[src/rtl/core_seq_if.sv]
// Instruction-memory fetch channel between the sequencer (master) and memory (slave).
interface core_seq_if;
   logic        imem_req;
   logic [31:0] imem_addr;
   logic        imem_ready;
   logic        imem_rvalid;
   logic [31:0] imem_rdata;

   modport master (
      output imem_req,
      output imem_addr,
      input  imem_ready,
      input  imem_rvalid,
      input  imem_rdata
   );

   modport slave (
      input  imem_req,
      input  imem_addr,
      output imem_ready,
      output imem_rvalid,
      output imem_rdata
   );
endinterface

[src/rtl/core_seq.sv]
// Multi-cycle core sequencer: fetch -> (wait) -> execute -> writeback, with a
// bounded memory wait and terminal HALT/FAULT states that only rst leaves.
module core_seq #(
   parameter logic [31:0] RST_PC  = 32'h8000_0000,
   parameter logic [7:0]  TIMEOUT = 8'd255
) (
   input  logic        clk,
   input  logic        rst,
   core_seq_if.master  imem,
   output logic [31:0] inst,
   input  logic        ex_done,
   input  logic        halt,
   input  logic        jump_en,
   input  logic [31:0] jump_target,
   output logic        wb_en,
   output logic [31:0] pc,
   output logic        pc_en,
   output logic [31:0] instret,
   output logic        fault,
   output logic [2:0]  state
);

   typedef enum logic [2:0] {
      S_IDLE  = 3'd0,
      S_FETCH = 3'd1,
      S_WAIT  = 3'd2,
      S_EXEC  = 3'd3,
      S_WB    = 3'd4,
      S_HALT  = 3'd5,
      S_FAULT = 3'd6
   } state_t;

   state_t      state_q;
   state_t      state_d;
   logic [7:0]  wait_cnt;
   logic        halt_r;
   logic        jump_r;
   logic [31:0] target_r;
   logic        xfer;
   logic        timed_out;
   logic        misaligned;
   logic        retire;

   // A transfer is data arriving while a fetch is outstanding; rvalid elsewhere is ignored.
   assign xfer       = ((state_q == S_FETCH) && imem.imem_ready && imem.imem_rvalid) ||
                       ((state_q == S_WAIT) && imem.imem_rvalid);
   assign timed_out  = (({1'b0, wait_cnt} + 9'd1) >= {1'b0, TIMEOUT});
   assign misaligned = jump_r && target_r[1];
   assign retire     = (state_q == S_WB) && !misaligned;

   always_ff @(posedge clk) begin
      if (rst) state_q <= S_IDLE;
      else     state_q <= state_d;
   end

   always_comb begin
      state_d = state_q;
      case (state_q)
         S_IDLE:  state_d = S_FETCH;
         S_FETCH: begin
            if (xfer)                 state_d = S_EXEC;
            else if (timed_out)       state_d = S_FAULT;
            else if (imem.imem_ready) state_d = S_WAIT;
         end
         S_WAIT: begin
            if (xfer)           state_d = S_EXEC;
            else if (timed_out) state_d = S_FAULT;
         end
         S_EXEC:  if (ex_done) state_d = S_WB;
         S_WB: begin
            if (misaligned)  state_d = S_FAULT;
            else if (halt_r) state_d = S_HALT;
            else             state_d = S_FETCH;
         end
         S_HALT:  state_d = S_HALT;
         S_FAULT: state_d = S_FAULT;
         default: state_d = S_FAULT;
      endcase
   end

   always_comb begin
      imem.imem_req  = (state_q == S_FETCH);
      imem.imem_addr = pc;
      wb_en          = retire;
      pc_en          = retire;
      fault          = (state_q == S_FAULT);
      state          = state_q;
   end

   // The wait budget spans FETCH and WAIT together and restarts on each new fetch.
   always_ff @(posedge clk) begin
      if (rst)                                         wait_cnt <= '0;
      else if (state_d == S_FETCH && state_q != S_FETCH) wait_cnt <= '0;
      else if (state_q == S_FETCH || state_q == S_WAIT)  wait_cnt <= wait_cnt + 8'd1;
   end

   always_ff @(posedge clk) begin
      if (rst)       inst <= '0;
      else if (xfer) inst <= imem.imem_rdata;
   end

   always_ff @(posedge clk) begin
      if (state_q == S_EXEC && ex_done) begin
         halt_r   <= halt;
         jump_r   <= jump_en;
         target_r <= jump_target;
      end
   end

   always_ff @(posedge clk) begin
      if (rst) begin
         pc      <= RST_PC;
         instret <= '0;
      end else if (retire) begin
         pc      <= jump_r ? (target_r & ~32'd1) : pc + 32'd4;
         instret <= instret + 32'd1;
      end
   end

endmodule

[src/flat_wrapper.sv]
// flat-port wrapper written by rule: the top's interface ports become plain ports
module core_seq_flat 
#(
   parameter logic [31:0] RST_PC  = 32'h8000_0000,
   parameter logic [7:0]  TIMEOUT = 8'd255
)
  (clk, rst, inst, ex_done, halt, jump_en, jump_target, wb_en, pc, pc_en, instret, fault, state, imem_imem_req, imem_imem_addr, imem_imem_ready, imem_imem_rvalid, imem_imem_rdata);
  core_seq_if imem_i ();
  input  logic clk;
  input  logic rst;
  output logic [31:0] inst;
  input  logic ex_done;
  input  logic halt;
  input  logic jump_en;
  input  logic [31:0] jump_target;
  output logic wb_en;
  output logic [31:0] pc;
  output logic pc_en;
  output logic [31:0] instret;
  output logic fault;
  output logic [2:0] state;
  output wire logic [$bits(imem_i.imem_req)-1:0] imem_imem_req;
  output wire logic [$bits(imem_i.imem_addr)-1:0] imem_imem_addr;
  input wire logic [$bits(imem_i.imem_ready)-1:0] imem_imem_ready;
  input wire logic [$bits(imem_i.imem_rvalid)-1:0] imem_imem_rvalid;
  input wire logic [$bits(imem_i.imem_rdata)-1:0] imem_imem_rdata;
  assign imem_imem_req = imem_i.imem_req;
  assign imem_imem_addr = imem_i.imem_addr;
  assign imem_i.imem_ready = imem_imem_ready;
  assign imem_i.imem_rvalid = imem_imem_rvalid;
  assign imem_i.imem_rdata = imem_imem_rdata;
  core_seq #(.RST_PC(RST_PC), .TIMEOUT(TIMEOUT)) u_core (.clk(clk), .rst(rst), .imem(imem_i), .inst(inst), .ex_done(ex_done), .halt(halt), .jump_en(jump_en), .jump_target(jump_target), .wb_en(wb_en), .pc(pc), .pc_en(pc_en), .instret(instret), .fault(fault), .state(state));
endmodule
[config.mk]
export PLATFORM = sky130hd
export DESIGN_NAME = core_seq_flat
export DESIGN_NICKNAME = d
export VERILOG_FILES = /design/src/rtl/core_seq_if.sv /design/src/rtl/core_seq.sv /design/src/flat_wrapper.sv
export SDC_FILE = /design/constraint.sdc
export NUM_CORES = 1
export LEC_CHECK = 0
export CAP_MARGIN = 0
export CORE_ASPECT_RATIO = 0.6
export CORE_MARGIN = 2
export CORE_UTILIZATION = 50
export DETAILED_ROUTE_END_ITERATION = 12
export PLACE_DENSITY = 0.86
export SLEW_MARGIN = 30
export SYNTH_ARGS = -nofsm -noshare
export SYNTH_HDL_FRONTEND = slang
export SYNTH_SLANG_ARGS = --single-unit
[constraint.sdc]
create_clock -name clk -period 6.65 [get_ports clk]
set_clock_uncertainty 0.1 [all_clocks]
set_input_delay 0.665 -clock clk [delete_from_list [all_inputs] [get_ports clk]]
set_output_delay 0.665 -clock clk [all_outputs]
set_load 0.01 [all_outputs]
==> impl_metrics.toml, run 1 <==
[routing]
drtAntennaViolNets = 0
drc = 0
post_drt_wl_per_cell_um = 17.2
drt_wl_total_um = 18200
vias = 5995
post_drt_via_cell_ratio = 5.66
firstDrtPassIters = 5
drt_iter0_markers = 430

[clock_network]
postCtsHoldBufs = 0
cts-resized-gates = 0
clkSlewWorstSetupHoldPaths_ns = 0.06
cts_made_buffers = 17
cts_setup_buffers = 0
insertion_delay_ns = 0.41
root_buffer = "clkbuf_16"
h-tree-depth = 4
numClockSinks = 139
clockBufferDepth = 2
tritoncts = "yes"

[power_and_ir_drop]
pwr-share-comb_pct = 9.5
power_leakage_nw = 2.89
peakVddDrop_uv = 183
intPower_mw = 1.54
finalPower_mw = 2.03
power_density_mw_per_mm2 = 230
power.clock.fraction_pct = 45.4
seq_power_share_pct = 45.1
switching_share_pct = 23.9
p_switching_mw = 0.485

[final_layout]
final_common_cell = "clkdlybuf4s50_1"
final-seq-area_mm2 = 0.00311
fin_area_mm2 = 0.00883
drive_gt1_share_pct = 5.15
diodes = 0
final_cells = 1059
nNetsFinal = 956
area_growth_pct = 37.9
multi_input_area_mm2 = 0.00281
n_fill_cell = 925
final_cell_mix = "clkdlybuf4s50_1, nand2_1, dfxtp_1"
fin_util_pct = 72.0

[floorplanning]
fp.dieW_um = 150
die_area_mm2 = 0.0138
die_y_um = 91.6
boundaryPins = 206
num_rows = 31
floorplan.core_area_mm2 = 0.0123
start_util_pct = 52.2

[synthesis]
synthFlopType = "dfxtp_1"
synth_cell_types = 58
netlist_instances = 734
syn_avg_cell_area_um2 = 8.72
ys_ff_latch = 139
synth_seq_area_share_pct = 48.6
syn_area_mm2 = 0.00640
synth_edf_count = 33
yosysWarnings = 0
synthArstFlopShare_pct = 0

[sta]
max_slew_margin_pct = 47.0
finalHoldViolCount = 0
worst_slew_pin_slew_ns = 0.774
period_share_pct = 49.0
rsz0062_at_grt = "false"
period_needed_ns = 3.26
fmaxAchievable_ghz = 0.307
drv_slew = 0
fin_setup_tns_ns = 0
setup_viol = 0

[job]
cap_violations = 0

[placement]
dp_hpwl_um = 12500
io_buffers = 202
place.gp.congestion = 0.836
placed_area_mm2 = 0.00824
dp_cells = 1027

[worst_setup_path]
setup.worst_path.end_class = "primary output"
critPathLaunchType = "register"
reg2reg_depth = 5
cp_data_arrival_time_ns = 2.49
crit_type = "reg2out"
worstPathRequired_ns = 5.88
crit_path_max_fanout = 49

[global_routing]
grt_max_degree = 103
grt_pass1_wl_um = 28700
grt_pass1_vias = 5520
grt_overflow = 0
antenna_found_initial = 0
track_usage_pct = 26.2

[hold_path]
holdPathStages = 2
min_path_type = "reg2reg"

[status]
status = "completed"
==> registers in the layout, indices dropped and copies added, names as in the netlist <==
register	flops
u_core.inst	32
u_core.instret	32
u_core.imem.imem_addr	31
u_core.target_r	31
u_core.wait_cnt	8
u_core.state	3
u_core.halt_r	1
u_core.jump_r	1
==> power groups by stage <==
stage,Combinational (mW),Clock (mW),Sequential (mW)
floorplan,0.0897,0,0.932
global placement,0.187,0,0.930
detailed placement,0.191,0,0.931
CTS,0.192,0.932,0.913
global route,0.209,0.968,0.916
finish,0.192,0.921,0.913
==> layout make-up <==
type	count	area share [%]
Clock inverter	11	1.22
Clock buffer	21	5.34
Tap cell	165	2.34
Sequential cell	139	35.3
Multi-Input combinational cell	501	31.8
Inverter	15	0.638
Timing Repair Buffer	207	23.3
==> through the flow <==
stage          worst slack (ns)  hold slack [ns]
6_report                   3.39            0.356
5_1_grt                    3.18            0.374
4_1_cts                    3.38            0.357
3_5_place_dp               3.79            0.348
3_3_place_gp               3.82            0.343
2_1_floorplan              3.03            0.379
==> cells in the mapped netlist (4+ instances only) <==
library cell  count  area (µm²)
xnor2_1          14         123
a31oi_1          10        62.6
ha_1              4        50.1
nor4_1           17         106
or3_1            13        81.3
nor3_1           20         100
xor2_1           10        87.6
o22ai_1           5        31.3
o31ai_1           7        52.6
buf_4            34         255
nand3_1          27         135
nand2b_1          4        25.0
o21bai_1          4        30.0
a21o_1            4        30.0
a211oi_1         13        97.6
a21oi_1          73         365
inv_1            13        48.8
a311oi_1          5        43.8
or4_1             5        37.5
dfxtp_1         106        2120
clkbuf_1         41         154
and3_1           14        87.6
and4_1            6        52.6
nor2_1           48         180
o21ai_0          28         140
nand3b_1          4        30.0
nor2b_1           4        25.0
edfxtp_1         33         991
nand2_1         110         413
nand4_1          15        93.8
==> critical path, cell delays in order, from the launching register on <==
cell	delay, ns
edfxtp_1	0.32
buf_4	0.42
a211oi_2	0.13
nand2_1	0.08
buf_4	0.38
clkinv_1	0.21
clkdlybuf4s50_1	0.52
==> path summary, 6_finish.rpt <==
| path | end | slack [ns] | start |
|---|---|---|---|
| setup reg to reg | u_core.imem.imem_addr[26] | 3.78 | u_core.jump_r |
| hold / removal | u_core.inst[4] | 0.36 | u_core.inst[4] |
| setup / recovery | pc_en | 3.39 | u_core.jump_r |
| hold reg to reg | u_core.inst[4] | 0.36 | u_core.inst[4] |
==> cells by family after synthesis <==
logic type / synth area share [%]
other: 0.0586
DFF: 48.6
muxes: 0.645
buffers and inverters: 7.62
AOI/OAI and AO/OA: 16.3
and+or+nand+nor: 22.7
adders and majority gates: 0.782
xor gates and xnor gates: 3.28
==> routing by layer <==
layer | share of wire, % | GRT usage (%) | up-vias
li1 | - | - | 2906
met1 | 45 | 35.5 | 2837
met3 | 7.6 | 6.72 | 17
met2 | 47 | 42.5 | 235
met5 | 0 | 0 | -
met4 | 0.78 | 5.11 | 0
(Power assumes the default switching activity.)
==> run 2, diff against run 1 <==
CORE_UTILIZATION = 42   (was 50)
PLACE_DENSITY = 0.77   (was 0.86)
clock period = 2.8 ns   (was 6.65 ns; I/O delays follow)
==> run 2 against run 1 <==
- sequential cell count unchanged
- wire length about the same
- final area is 2.0% higher
- critical endpoint is now wb_en
==> impl_metrics.toml, run 2 (synthesis gave the netlist of run 1 again) <==
[sta]
rsz0062_at_grt = "false"
worst_slew_pin_slew_ns = 0.727
period_share_pct = 93.7
worst_hold_slack_ns = 0.241
setup_viol = 0
drv_slew = 0
finalHoldViolCount = 0
max_slew_margin_pct = 50.3
fin_setup_tns_ns = 0
setup_slack_ns = 0.176
period_needed_ns = 2.62
fmaxAchievable_ghz = 0.381

[final_layout]
area_growth_pct = 40.7
diodes = 0
drive_gt1_share_pct = 6.62
nNetsFinal = 968
final_cell_mix = "clkdlybuf4s50_1, nand2_1, dfxtp_1"
final_common_cell = "clkdlybuf4s50_1"
top_regs = "u_core.inst x32, u_core.instret x32"
fin_area_mm2 = 0.00900

[power_and_ir_drop]
finalPower_mw = 4.97
intPower_mw = 3.78
power.clock.fraction_pct = 46.7
power_density_mw_per_mm2 = 552
pwr-share-comb_pct = 9.7
switching_share_pct = 24.0
peakVddDrop_uv = 344
power_leakage_nw = 2.98
seq_power_share_pct = 43.5
p_switching_mw = 1.19

[worst_setup_path]
critPathLaunchType = "register"
worstPathRequired_ns = 2.42
crit_path_max_fanout = 23
crit_type = "reg2out"
regToRegSetupSlack_ns = 0.33
setup.worst_path.end_class = "primary output"
cp_data_arrival_time_ns = 2.24

[floorplanning]
boundaryPins = 206
num_rows = 34
start_util_pct = 43.6
fp.dieW_um = 163
die_area_mm2 = 0.0163
die_y_um = 99.6
floorplan.core_area_mm2 = 0.0147

[clock_network]
root_buffer = "clkbuf_16"
cts_made_buffers = 17
cts-resized-gates = 1
cts_setup_buffers = 0
clockBufferDepth = 2
clkSlewWorstSetupHoldPaths_ns = 0.07
tritoncts = "yes"
h-tree-depth = 4
numClockSinks = 139
insertion_delay_ns = 0.41
postCtsHoldBufs = 0

[global_routing]
track_usage_pct = 21.8
antenna_found_initial = 0
grt_overflow = 0
grt_max_degree = 57
grt_pass1_wl_um = 28200
grt_pass1_vias = 5465

[routing]
post_drt_wl_per_cell_um = 16.5
drt_iter0_markers = 406
vias = 6013
drc = 0
firstDrtPassIters = 5
post_drt_via_cell_ratio = 5.45
drtAntennaViolNets = 0
drt_wl_total_um = 18200

[placement]
placed_area_mm2 = 0.00839
io_buffers = 202
place.gp.congestion = 0.833
place_ws_ns = 0.383
dp_hpwl_um = 12600

[status]
status = "completed"

[job]
cap_violations = 0

[hold_path]
min_path_type = "in2reg"
==> run 2: through the flow <==
step | cells | util, %
4_1_cts | 1104 | 61.4
6_report | 1104 | 61.4
3_3_place_gp | 1072 | 57.2
3_5_place_dp | 1072 | 57.2
5_1_grt | 1104 | 61.4
2_1_floorplan | 735 | -
==> run 2: worst max-delay path, cell delays in order, from the launching register on <==
cell and delay [ns]:
edfxtp_1 0.43, a211oi_2 0.21, nand2_1 0.15, buf_4 0.25
clkinv_2 0.20, clkdlybuf4s50_1 0.58
==> run 2: final timing paths <==
kind	endpoint	depth (start not counted)	from
max	wb_en	5	u_core.target_r[1]
min	u_core.instret[24]	2	rst
max reg2reg	u_core.state[0]	6	u_core.wait_cnt[0]
min reg2reg	u_core.inst[9]	2	u_core.inst[9]
==> run 2: layout make-up <==
type                    count  area [µm²]
clock buffers              19         464
clock inverters            13         148
fillers                  1246        5670
inverters                  15        57.6
multi-input cells         501        2820
flip-flops and latches    139        3110
well taps                 198         248
repair buffers            219        2160
==> run 2: power groups by stage <==
stage / Sequential (mW) / Clock (mW) / Combinational (mW)
3_5_place_dp: 2.21 / 0 / 0.482
2_1_floorplan: 2.21 / 0 / 0.214
4_1_cts: 2.16 / 2.36 / 0.486
5_1_grt: 2.17 / 2.43 / 0.529
3_3_place_gp: 2.20 / 0 / 0.475
6_report: 2.16 / 2.32 / 0.484
==> run 2: per-layer routing <==
layer / track usage [%] / vias up / wire (µm)
met4: 7.42 / 0 / 254
met1: 30.5 / 2811 / 8400
li1: - / 2925 / -
met5: 0 / - / 0
met3: 4.63 / 20 / 1510
met2: 33.6 / 257 / 8070
